===== src/rtl/crc_sched_pkg.sv =====
// Shared types and constants for the CRC request scheduler.
// Holds the FSM state encoding, the reset polynomial and the error-counter limits.
package crc_sched_pkg;

    typedef enum logic [1:0] {
        ST_IDLE,
        ST_CALC,
        ST_RESP
    } state_e;

    localparam logic [3:0] RST_POLY_DEFAULT = 4'b1011;

    localparam int                   ERR_CNT_W   = 8;
    localparam logic [ERR_CNT_W-1:0] ERR_CNT_MAX = '1;

endpackage


===== src/rtl/rr_arbiter.sv =====
// Rotating-priority arbiter: grants the first active request at or after ptr_i.
// The search wraps modulo NREQ, and the result is both a one-hot grant and an index.
module rr_arbiter #(
    parameter int NREQ = 4,
    parameter int IW   = (NREQ > 1) ? $clog2(NREQ) : 1
) (
    input  logic [NREQ-1:0] req_i,
    input  logic [IW-1:0]   ptr_i,
    output logic [NREQ-1:0] grant_o,
    output logic [IW-1:0]   idx_o,
    output logic            any_o
);

    logic [IW-1:0] cand;
    logic          found;

    always_comb begin
        grant_o = '0;
        idx_o   = '0;
        found   = 1'b0;
        cand    = '0;
        for (int i = 0; i < NREQ; i++) begin
            cand = IW'((int'(ptr_i) + i) % NREQ);
            if (!found && req_i[cand]) begin
                found         = 1'b1;
                grant_o[cand] = 1'b1;
                idx_o         = cand;
            end
        end
    end

    assign any_o = |req_i;

endmodule


===== src/rtl/crc_req_sched.sv =====
// Round-robin scheduler that time-shares one external combinational CRC datapath.
// Also owns the polynomial configuration and a saturating count of check mismatches.
module crc_req_sched
    import crc_sched_pkg::*;
#(
    parameter int               NREQ     = 4,
    parameter int               WCODE    = 4,
    parameter int               WPOLY    = 4,
    parameter logic [WPOLY-1:0] RST_POLY = WPOLY'(RST_POLY_DEFAULT)
) (
    input  logic                        i_clk,
    input  logic                        i_rst,
    input  logic [NREQ-1:0]             i_req_valid,
    input  logic [NREQ*WCODE-1:0]       i_req_data,
    input  logic [NREQ-1:0]             i_req_check,
    input  logic [NREQ*(WPOLY-1)-1:0]   i_req_crc,
    output logic [NREQ-1:0]             o_req_ready,
    output logic [WCODE-1:0]            o_crc_data,
    output logic [WPOLY-1:0]            o_crc_poly,
    input  logic [WPOLY-2:0]            i_crc_result,
    output logic                        o_rsp_valid,
    input  logic                        i_rsp_ready,
    output logic [$clog2(NREQ)-1:0]     o_rsp_id,
    output logic [WPOLY-2:0]            o_rsp_crc,
    output logic                        o_rsp_err,
    input  logic                        i_cfg_we,
    input  logic [WPOLY-1:0]            i_cfg_poly,
    output logic                        o_cfg_err,
    output logic                        o_busy,
    output logic [ERR_CNT_W-1:0]        o_err_cnt
);

    localparam int IW   = $clog2(NREQ);
    localparam int WCRC = WPOLY - 1;

    state_e                 state_q;
    logic [IW-1:0]          rrPtr_q, rrPtr_d;
    logic [IW-1:0]          id_q;
    logic [WCODE-1:0]       data_q;
    logic                   check_q;
    logic [WCRC-1:0]        rxCrc_q;
    logic [WCRC-1:0]        rspCrc_q;
    logic                   rspErr_q;
    logic [ERR_CNT_W-1:0]   errCnt_q, errCnt_d;
    logic [WPOLY-1:0]       polyActive_q;
    logic [WPOLY-1:0]       polyShadow_q, polyShadow_d;
    logic                   cfgErr_q;

    logic [NREQ-1:0]        grant;
    logic [IW-1:0]          grantIdx;
    logic                   grantAny;
    logic                   calcErr;
    logic                   cfgReject;

    rr_arbiter #(
        .NREQ (NREQ),
        .IW   (IW)
    ) u_arb (
        .req_i   (i_req_valid),
        .ptr_i   (rrPtr_q),
        .grant_o (grant),
        .idx_o   (grantIdx),
        .any_o   (grantAny)
    );

    assign calcErr      = (state_q == ST_CALC) && check_q && (i_crc_result != rxCrc_q);
    assign errCnt_d     = (calcErr && (errCnt_q != ERR_CNT_MAX)) ? errCnt_q + 1'b1 : errCnt_q;
    assign cfgReject    = i_cfg_we && !i_cfg_poly[WPOLY-1];
    assign polyShadow_d = (i_cfg_we && i_cfg_poly[WPOLY-1]) ? i_cfg_poly : polyShadow_q;
    assign rrPtr_d      = (id_q == IW'(NREQ - 1)) ? '0 : id_q + 1'b1;

    // polyActive only follows the shadow in IDLE, so a job in flight keeps its polynomial.
    always_ff @(posedge i_clk) begin
        if (i_rst) begin
            state_q      <= ST_IDLE;
            rrPtr_q      <= '0;
            id_q         <= '0;
            data_q       <= '0;
            check_q      <= 1'b0;
            rxCrc_q      <= '0;
            rspCrc_q     <= '0;
            rspErr_q     <= 1'b0;
            errCnt_q     <= '0;
            polyActive_q <= RST_POLY;
            polyShadow_q <= RST_POLY;
            cfgErr_q     <= 1'b0;
        end else begin
            polyShadow_q <= polyShadow_d;
            cfgErr_q     <= cfgReject;
            errCnt_q     <= errCnt_d;
            unique case (state_q)
                ST_IDLE: begin
                    polyActive_q <= polyShadow_q;
                    if (grantAny) begin
                        id_q    <= grantIdx;
                        data_q  <= i_req_data[grantIdx*WCODE +: WCODE];
                        check_q <= i_req_check[grantIdx];
                        rxCrc_q <= i_req_crc[grantIdx*WCRC +: WCRC];
                        state_q <= ST_CALC;
                    end
                end
                ST_CALC: begin
                    rspCrc_q <= i_crc_result;
                    rspErr_q <= calcErr;
                    state_q  <= ST_RESP;
                end
                ST_RESP: begin
                    if (i_rsp_ready) begin
                        rrPtr_q <= rrPtr_d;
                        state_q <= ST_IDLE;
                    end
                end
                default: state_q <= ST_IDLE;
            endcase
        end
    end

    assign o_req_ready = (state_q == ST_IDLE) ? grant : '0;
    assign o_crc_data  = (state_q == ST_CALC) ? data_q : '0;
    assign o_crc_poly  = (state_q == ST_CALC) ? polyActive_q : '0;
    assign o_rsp_valid = (state_q == ST_RESP);
    assign o_rsp_id    = id_q;
    assign o_rsp_crc   = rspCrc_q;
    assign o_rsp_err   = rspErr_q;
    assign o_cfg_err   = cfgErr_q;
    assign o_busy      = (state_q != ST_IDLE);
    assign o_err_cnt   = errCnt_q;

endmodule


===== config.mk =====
export PLATFORM = sky130hd
export DESIGN_NAME = crc_req_sched
export DESIGN_NICKNAME = d
export VERILOG_FILES = /design/src/rtl/crc_sched_pkg.sv /design/src/rtl/rr_arbiter.sv /design/src/rtl/crc_req_sched.sv
export SDC_FILE = /design/constraint.sdc
export NUM_CORES = 1
export LEC_CHECK = 0
export CORE_MARGIN = 5
export CORE_UTILIZATION = 36
export DETAILED_ROUTE_END_ITERATION = 7
export PLACE_DENSITY = 0.65
export SLEW_MARGIN = 15
export SYNTH_ARGS = -nofsm -noshare
export SYNTH_HDL_FRONTEND = slang
export SYNTH_SLANG_ARGS = --single-unit

===== constraint.sdc =====
create_clock -name i_clk -period 7.51 [get_ports i_clk]
set_input_delay 1.1265 -clock i_clk [delete_from_list [all_inputs] [get_ports i_clk]]
set_output_delay 1.1265 -clock i_clk [all_outputs]
set_load 0.01 [all_outputs]

==> results_dict.tcl <==
set metrics [dict create \
    final_cell_area_um2 3120 \
    report.final.setup_viol 0 \
    crit_fanout 27 \
    synth_area_per_cell_um2 8.62 \
    finalHoldWorstSlack_ns 0.449 \
    cts_setup_buffers 0 \
    final_nets 384 \
    holdBufCountCts 0 \
    cp-end-kind "output port" \
    wl_met1_mm 2.73 \
    synth_seq_cells 35 \
    wl_met3_um 345 \
    ir_worst_vdd_mv 0.112 \
    io_pins 76 \
    cts_buffers 5 \
    antenna_found_initial 0 \
    period_minus_slack_ns 5.17 \
    drive_above_1_share 0.0518 \
    die_area_um2 7930 \
    hold_violations 0 \
    critPathMaxStageDelay_ns 0.97 \
    track_usage 0.156 \
    fin_tns_setup_ns 0 \
    skew_ns 0.00368 \
    yosys_warnings 0 \
    clk_path_buf_depth 2 \
    relSlewSlack 0.308 \
    cts_tree "yes" \
    synthesis.instances 261 \
    root_buffer "clkbuf_8" \
    ys_types 48 \
    gp_congestion 0.844 \
    path_cells "inv_1, ha_1, mux4_2, nor2b_4, a22oi_1, nor2_1, a221oi_1, nor2_1, clkdlybuf4s50_1" \
    core_area_um2 5990 \
    max_cap_violations 0 \
    fin_crit_sh 0.688 \
    r2r-start "rrPtr_q[0]" \
    post_cts_resized 0 \
    rows 28 \
    viasPerCell 5.34 \
    grt_pass1_vias 2055 \
    fmax_mhz 193 \
    fillCellCount 576 \
    drt_iter0_drc 114 \
    slowest_stage "dfxtp_1" \
    path_class "reg -> out" \
    power_leakage_nw 1.17 \
    synth-edff-count 0 \
    die_x_um 89.1 \
    wl_per_cell_um 15.1 \
    hp-start "polyShadow_q[3]" \
    worst_ep_required_time_ns 6.38 \
    worst_pin_slew_ns 1.03 \
    antenna_cells 0 \
    status "finished, final reports clean" \
    rsz0062_at_grt "false" \
    cts.clk_slew.worst_paths_ns 0.07 \
    postPlaceCellArea_um2 3030 \
    synthTopCellsByArea "dfxtp_1 31%, ha_1 5.6%, o221ai_1 5.1%, nor2_1 4.8%, mux2i_1 4.4%" \
    clock_latency_ns 0.28 \
    cpLargestDelayFamily "flip-flops" \
    dr.pass1.iters 4 \
    synth_seq_area_share 0.311 \
    timing.critical_path.mode_cell "nor2_1" \
    die_h_um 89.1 \
    cts.sinks 35 \
    power.density_nw_per_um2 158 \
    top_layer "met4" \
    drcViolationCount 0 \
    syn_to_final_growth_pct 38.5 \
    synth_nets 318 \
    critPathLaunch "rrPtr_q[0]" \
    crit_arrival_ns 4.04 \
    slew_violations 0 \
    netlist_area_um2 2250 \
    io_buffer_count 75 \
    grt_max_degree 37 \
    wirelength_mm 6.08 \
    critPathBufInv 2 \
    worstSetupStartpointType "flip-flop" \
    grt.overflow.total 0 \
    wl_met2_mm 2.98 \
    start_util 0.376 \
    dpl.hpwl_mm 4.54 \
    num_vias 2154 \
    synthArstFlopShare 0 \
    hold_path.class "reg -> reg" \
    synth_top_area_frac 0.311 \
    yosysTopAreaCell "dfxtp_1" \
    synth_top_flop_cell "dfxtp_1" \
    cts_max_level 2 \
    grt_pass1_wl_mm 9.89 \
    detail-route-antenna-nets 0 \
]
-- worst register-to-register path, stage by stage (launching register included) --
cell      delay (ns)
dfxtp_1         0.97
inv_1           0.38
ha_1            0.62
mux4_2          0.66
o21bai_4        0.23
o221ai_4        0.42
mux4_2          0.59
a22o_1          0.24
-- routing by layer --
| layer | track usage | vias to the layer above |
|---|---|---|
| met4 | 0.0271 | 0 |
| li1 | - | 1086 |
| met5 | 0 | - |
| met1 | 0.202 | 1018 |
| met2 | 0.266 | 46 |
| met3 | 0.0424 | 4 |
-- worst paths after layout --
check,endpoint,slack (ns),cells after the start
setup / recovery,o_req_ready[1],2.34,9
hold / removal,polyShadow_q[3],0.45,2
setup reg to reg,data_q[2],3.30,7
hold reg to reg,polyShadow_q[3],0.45,2
-- registers in the layout, summed over array words and instances, names as in the netlist --
| name | cells |
|---|---|
| o_err_cnt | 8 |
| polyShadow_q | 4 |
| check_q | 1 |
| state_q | 2 |
| data_q | 4 |
| polyActive_q | 4 |
| o_rsp_err | 1 |
| rrPtr_q | 2 |
| o_rsp_crc | 3 |
| rxCrc_q | 3 |
| o_cfg_err | 1 |
| o_rsp_id | 2 |
-- logic make-up after synthesis --
group,count (synthesis),share of synthesized area
AO/OA/AOI/OAI,64,0.226
XOR/XNOR,10,0.0389
adder cells (fa/ha/maj),10,0.0556
buffers and inverters,24,0.0467
flip-flops,35,0.311
multiplexers,14,0.0845
AND/OR/NAND/NOR,104,0.237
-- power by group --
part           internal [mW]  switching (mW)  leakage (nW)
clock                 0.0650          0.0638        0.0422
combinational         0.0794          0.0735         0.837
sequential             0.200          0.0106         0.286
total                  0.345           0.148          1.17
-- placed cells by master, fill, tap and decap left out, types with 2 or more instances in the layout --
cell type | netlist | layout
a22oi_1 | 5 | 5
a221oi_1 | 6 | 6
clkdlybuf4s50_1 | 0 | 75
clkbuf_8 | 0 | 5
nor3b_1 | 2 | 2
buf_4 | 0 | 2
and2_1 | 9 | 9
nor2b_1 | 4 | 4
nand4_1 | 5 | 5
nor2_1 | 29 | 29
a211o_1 | 2 | 2
a21oi_1 | 11 | 11
clkbuf_1 | 10 | 2
o221ai_1 | 13 | 13
nand3_1 | 5 | 5
xor2_1 | 9 | 9
nand2_1 | 25 | 25
o22ai_1 | 6 | 6
o31ai_1 | 2 | 2
and3_1 | 5 | 5
a22o_1 | 2 | 2
nand3b_1 | 10 | 10
ha_1 | 10 | 10
inv_1 | 5 | 5
dfxtp_1 | 35 | 35
mux4_2 | 4 | 4
mux2i_1 | 10 | 10
o21a_1 | 7 | 7
nand2b_1 | 2 | 2
nor3_1 | 2 | 2
-- final cells by class --
type	instances	area, um^2	share of cell area
tap	75	93.8	0.0301
timing repair buffer	77	766	0.246
multi-input combinational	202	1450	0.466
sequential	35	701	0.225
inverter	6	22.5	0.00723
clock inverter	1	5.00	0.00161
clock buffer	7	76.3	0.0245
-- stage by stage --
| step | power, mW | std cells | setup WS [ns] | utilization |
|---|---|---|---|---|
| after floorplan | 0.302 | 261 | 3.94 | - |
| after global placement | 0.366 | 395 | 2.75 | 0.506 |
| after detailed placement | 0.368 | 395 | 2.63 | 0.506 |
| after CTS | 0.499 | 403 | 2.32 | 0.520 |
| after global routing | 0.523 | 403 | 2.06 | 0.520 |
| final | 0.492 | 403 | 2.34 | 0.520 |
-- Yosys cell counts, types with 2 or more instances --
cell type,n
a211o_1,2
xor2_1,9
a22o_1,2
and2_1,9
o21a_1,7
nor3_1,2
o22ai_1,6
mux2i_1,10
nand2_1,25
nand4_1,5
mux4_2,4
buf_2,6
a221oi_1,6
and3_1,5
nand2b_1,2
a21oi_1,11
o221ai_1,13
nor3b_1,2
dfxtp_1,35
inv_1,5
nand3b_1,10
nand3_1,5
nor2_1,29
o31ai_1,2
ha_1,10
nor2b_1,4
a22oi_1,5
clkbuf_1,10
Note: power is estimated with default switching activity, not from simulation.
==> RTL edit 1 (config.mk and constraints unchanged) <==
Encoding of `state_e`: now one-hot (3 bits for 3 states).
--- a/src/rtl/crc_sched_pkg.sv
+++ b/src/rtl/crc_sched_pkg.sv
@@ -2,10 +2,10 @@
 // Holds the FSM state encoding, the reset polynomial and the error-counter limits.
 package crc_sched_pkg;
 
-    typedef enum logic [1:0] {
-        ST_IDLE,
-        ST_CALC,
-        ST_RESP
+    typedef enum logic [2:0] {
+        ST_IDLE = 3'b001,
+        ST_CALC = 3'b010,
+        ST_RESP = 3'b100
     } state_e;
 
     localparam logic [3:0] RST_POLY_DEFAULT = 4'b1011;
Check against the original RTL: no difference found for any inputs over 4 cycles, from zero or initial values and one cycle with i_rst high; so few cycles prove little.
==> RTL edit 1 against the original RTL <==
  * Utilization down 1.4 points
  * Total power is 1.2% lower
  * Register-to-register slack improved by 0.53 ns
  * Count of clock-buffer cells in the layout up 1
  * Sequential power up 2%
  * Combinational power fell by 14%
  * Wire length increased by 8.6%
  * Cell area is 4.4% higher
  * Setup slack got worse by 0.032 ns
  * Clock power rose by 9%
  * Via count up 9.2%
  * Area after synthesis grew 7.2%
  * Critical path type is now input pin to primary output
  * Sequential cell count rose by 1
  * Sequential share of layout area fell by 0.33 points
  * Largest power group unchanged
==> RTL edit 1: results (changes against the original RTL) <==
clock tree buffer depth - 2 (unchanged)
hold depth - 2 (unchanged)
clock skew - 0.003657 ns (-0.00002024 ns)
status - finished, final reports clean
Worst-Skew Late Latency - 0.28 ns (about the same)
filler instances - 637 (+11%)
CP max FO - 13 (-52%)
Syn Nets - 344 (+8.2%)
nets - 407 (+6.0%)
Worst Max-Slew Pin Slew - 1.121 ns (+0.08991 ns)
Placer Congestion - 0.7977 (-5.5%)
global-route wire length before repair - 10.93 mm (+11%)
Total GRT Usage - 0.1565 (about the same)
worst reg2reg setup slack - 3.83 ns (+0.53 ns)
H-Tree Depth - 2 (unchanged)
Leakage - 0.001228 uW (+5.3%)
Synth cell types - 50 (+4.2%)
Largest register FFs - 8 (unchanged)
TritonRoute pass-1 iters - 4 (unchanged)
vias in the first global route - 2231 (+8.6%)
HPWL after DPL - 4.787 mm (+5.5%)
number of gates resized after CTS - 0 (unchanged)
antenna violations before repair - 0 (unchanged)
YS warnings - 0 (unchanged)
CTS Buf Count - 5 (unchanged)
Clk Tree Root Cell - clkbuf_8
ys async rst share - 0 (unchanged)
Setup Buffers After CTS - 0 (unchanged)
largest net degree at the start of global routing - 35 (-5.4%)
sequential share of the synthesized area - 0.2988 (-0.01270)
Post-DP Area - 0.003162 mm2 (+4.2%)
commonest cells in the netlist - 36 x dfxtp_1, 30 x nand2_1, 29 x nor2_1
CP arrival - 4.08 ns (+0.04 ns)
Via density - 5.495 (+2.8%)
Port Buffers - 75 (unchanged)
final WL - 6.604 mm (+8.6%)
peak supply drop - 117.1 uV (+4.8%)
Hold Crit Class - register to register
fraction of layout cells with a size suffix above 1 - 0.04558 (-0.006245)
clock transition at the registers of the reported paths - 0.07 ns (about the same)
largest cells by area after synthesis - dfxtp_1 30%, mux2i_1 6.2%, ha_1 5.2%, nand2_1 4.7%, nor2_1 4.5%
R2R depth - 8 (+1)
Initial DRC Count - 67 (-41%)
switch share - 0.2846 (-0.01583)
# diodes - 0 (unchanged)
RTL edit 1: changes by cell type after synthesis, moves of 7 or more:
cell / delta
nand3b_1: -7
nand3_1: +13
a221o_1: +8
a22oi_1: +7
o21ai_0: +8
RTL edit 1: cells by family (layout without fill, tap and decap cells):
group                      count (synthesis)  in the layout  synth area share
buffers and inverters                     26             90           0.05290
adders and majority gates                 10             10           0.05187
and+or+nand+nor                          113            113            0.2277
DFF                                       36             36            0.2988
AOI/OAI and AO/OA                         69             69            0.2127
muxes                                     23             23            0.1198
xor gates and xnor gates                  10             10           0.03631
RTL edit 1: power groups by stage:
stage	clock network [uW]	logic, uW	registers, uW
after global placement	0	130	220
after CTS	145	132	216
final	140	131	216
after floorplan	0	75.0	219
after detailed placement	0	131	220
after global routing	155	146	218
RTL edit 1: routing by layer:
layer	vias up	wire length, um	part of all wire	global-route usage
met1	1076	3128	0.47	0.2180
met2	89	2830	0.43	0.2281
li1	1176	-	-	-
met5	-	0	0	0
met3	11	533	0.081	0.05155
met4	0	112	0.017	0.04950
RTL edit 1: through the flow:
step | cells | setup slack, ns | power, uW | hold WS [ns]
after floorplan | 287 | 3.822 | 294.0 | 0.4201
after global placement | 420 | 2.448 | 350.0 | 0.4312
after detailed placement | 420 | 2.346 | 351.5 | 0.4333
after CTS | 428 | 2.323 | 493.0 | 0.4506
after global routing | 428 | 2.083 | 519.2 | 0.4804
final | 428 | 2.308 | 486.8 | 0.4495
RTL edit 1: area by class of cell:
class / count / area, um2 / share of cell area
multi-input combinational: 225 / 1564 / 0.4810
tap: 77 / 96.34 / 0.02963
inverter: 6 / 22.52 / 0.006926
timing repair buffer: 76 / 758.2 / 0.2332
sequential: 36 / 720.7 / 0.2216
clock buffer: 8 / 90.09 / 0.02770
RTL edit 1: path summary, 6_finish.rpt:
check / from / end
worst min register to register: polyShadow_q[3] / polyShadow_q[3]
worst max-delay path: i_req_valid[3] / o_req_ready[2]
worst min-delay path: polyShadow_q[3] / polyShadow_q[3]
worst max register to register: rrPtr_q[1] / rxCrc_q[0]
RTL edit 1: worst max-delay path: stages:
cell and delay (ns):
clkdlybuf4s50_1 0.61, mux4_2 0.65, nor2b_1 0.69, a22oi_1 0.13, nor2_1 0.14, a221oi_1 0.06, nor2_1 0.11, clkdlybuf4s50_1 0.54
==> RTL edit 2 (same settings) <==
Made on the original files. Set the parameter `WCODE` to 5 (it was 4).
--- a/src/rtl/crc_req_sched.sv
+++ b/src/rtl/crc_req_sched.sv
@@ -4,7 +4,7 @@
     import crc_sched_pkg::*;
 #(
     parameter int               NREQ     = 4,
-    parameter int               WCODE    = 4,
+    parameter int               WCODE    = 5,
     parameter int               WPOLY    = 4,
     parameter logic [WPOLY-1:0] RST_POLY = WPOLY'(RST_POLY_DEFAULT)
 ) (
Ports: changed (resized i_req_data and o_crc_data); port bits go from 76 to 81. The function was not compared with the original's and may differ.
==> RTL edit 2 against the original RTL <==
  * Utilization up 2.9 points
  * Clock power up 43%
  * Cell area down 1.8%
  * Setup slack better by 0.17 ns
  * Worst hold slack worse by 0.00062 ns
  * Non-clock buffer count up 3
  * Die area down 6.2%
  * Clock skew up 0.00078 ns
  * Area after synthesis down 7.0%
  * Wire length down 12%
  * Total power up 10%
  * Sequential cell count up 1
  * Count of clock-buffer cells in the layout unchanged
  * Critical path type is now input pin to primary output
  * Critical endpoint unchanged
==> RTL edit 2: results (changes against the original RTL) <==
YS warnings - 0 (unchanged)
type of the worst setup path - input pin to primary output
CTS Buf Count - 5 (unchanged)
hold_ws - 0.4484 ns (-0.0006240 ns)
hold endpoint - polyShadow_q[3]
nets - 373 (-2.9%)
number of gates resized after CTS - 0 (unchanged)
worst reg2reg setup slack - 4.04 ns (+0.74 ns)
Setup WS pre-CTS - 2.520 ns (-0.1096 ns)
peak supply drop - 78.15 uV (-30%)
Worst-Skew Late Latency - 0.29 ns
Cells after Synth - 235 (-10%)
Synth cell types - 42 (-13%)
Largest register FFs - 8 (unchanged)
HPWL after DPL - 4.122 mm (-9.2%)
global-route wire length before repair - 8.901 mm (-10%)
Initial DRC Count - 57 (-50%)
Worst Max-Slew Pin Slew - 0.9588 ns (-0.07224 ns)
vias in the first global route - 1923 (-6.4%)
CP max FO - 8 (-70%)
Seq. pwr - 218 uW (+3%)
filler instances - 530 (-8.0%)
Post-DP Area - 0.002934 mm2 (-3.3%)
Reg2Reg Launch Point - rrPtr_q[0]
Avg WL per Cell - 13.83 um (-8.3%)
critical path's slowest cell - mux4_2
Cells after DPL - 377 (-4.6%)
largest net degree at the start of global routing - 30 (-19%)
hold depth - 2 (unchanged)
clock tree buffer depth - 2 (unchanged)
gr ovfl total - 0 (unchanged)
clock skew - 0.004455 ns (+0.0007770 ns)
largest cells by area after synthesis - dfxtp_1 34%, mux2i_1 9.6%, ha_1 6.0%, nand2_1 5.7%, nor2_1 4.7%
Clk Tree Root Cell - clkbuf_8
Via density - 5.122 (-4.2%)
crit-path max cell delay - 0.60 ns (-0.37 ns)
# diodes - 0 (unchanged)
TritonRoute pass-1 iters - 4 (unchanged)
final setup TNS - 0 ns (unchanged)
combinational cell fraction of total power - 0.261 (-0.049)
Port Buffers - 80 (+6.7%)
Total GRT Usage - 0.1484 (-0.008046)
Hold Crit Class - register to register
R2R depth - 8 (+1)
Hold Path Origin - polyShadow_q[3]
switch share - 0.2637 (-0.03671)
fraction of layout cells with a size suffix above 1 - 0.05751 (+0.005679)
final std cells w/o fill - 385 (-4.5%)
ys async rst share - 0 (unchanged)
pwr dens - 177.7 mW/mm2 (+12%)
Setup Buffers After CTS - 0 (unchanged)
commonest cells in the netlist - 36 x dfxtp_1, 32 x nand2_1, 26 x nor2_1
Placer Congestion - 0.8014 (-5.1%)
Syn Nets - 296 (-6.9%)
sequential share of the synthesized area - 0.3445 (+0.03304)
status - finished, final reports clean
Reg2Reg Capture Point - data_q[0]
Leakage - 0.001158 uW (-0.71%)
H-Tree Depth - 2 (unchanged)
==> RTL edit 2: cell types whose count changed in the layout (fill, tap and decap cells not counted), moves of 3 or more <==
cell,change
a211oi_1,+3
clkdlybuf4s50_1,+5
mux2i_1,+10
nand2_1,+7
nand3b_1,-7
nor2_1,-3
o21a_1,-7
o221ai_1,-5
o22ai_1,-6
==> RTL edit 2: per-layer routing <==
metal  part of all wire  global-route usage
met5                  0                   0
met2               0.46              0.2509
met4             0.0083             0.03399
met1               0.43              0.1746
met3               0.11             0.06369
==> RTL edit 2: layout make-up <==
cell class / count / area [um2] / share of cell area
multi-input combinational: 185 / 1308 / 0.4272
sequential: 36 / 720.7 / 0.2355
inverter: 4 / 15.01 / 0.004906
timing repair buffer: 80 / 800.8 / 0.2617
tap: 72 / 90.09 / 0.02944
clock buffer: 7 / 96.34 / 0.03148
clock inverter: 1 / 30.03 / 0.009812
==> RTL edit 2: how the worst max path moves through the flow <==
| stage | from | endpoint | slack [ns] |
|---|---|---|---|
| after floorplan | i_req_valid[2] | o_req_ready[0] | 3.71 |
| after detailed placement | i_req_valid[2] | o_req_ready[1] | 2.52 |
| after global routing | rrPtr_q[0] | o_req_ready[3] | 2.21 |
| final | i_req_valid[2] | o_req_ready[1] | 2.51 |
| after global placement | i_req_valid[2] | o_req_ready[1] | 2.59 |
| after CTS | i_req_valid[2] | o_req_ready[3] | 2.52 |
==> RTL edit 2: cell families after synthesis <==
group,synth area share
AOI/OAI and AO/OA,0.1645
xor gates and xnor gates,0.04187
muxes,0.1280
and+or+nand+nor,0.2309
buffers and inverters,0.03050
adders and majority gates,0.05981
DFF,0.3445
==> RTL edit 2: critical path, delay by kind of cell <==
kind / cells / cell delay, ns
mux: 1 / 0.60
simple gates: 2 / 0.41
buf+inv: 2 / 1.07
compound gates: 2 / 0.65
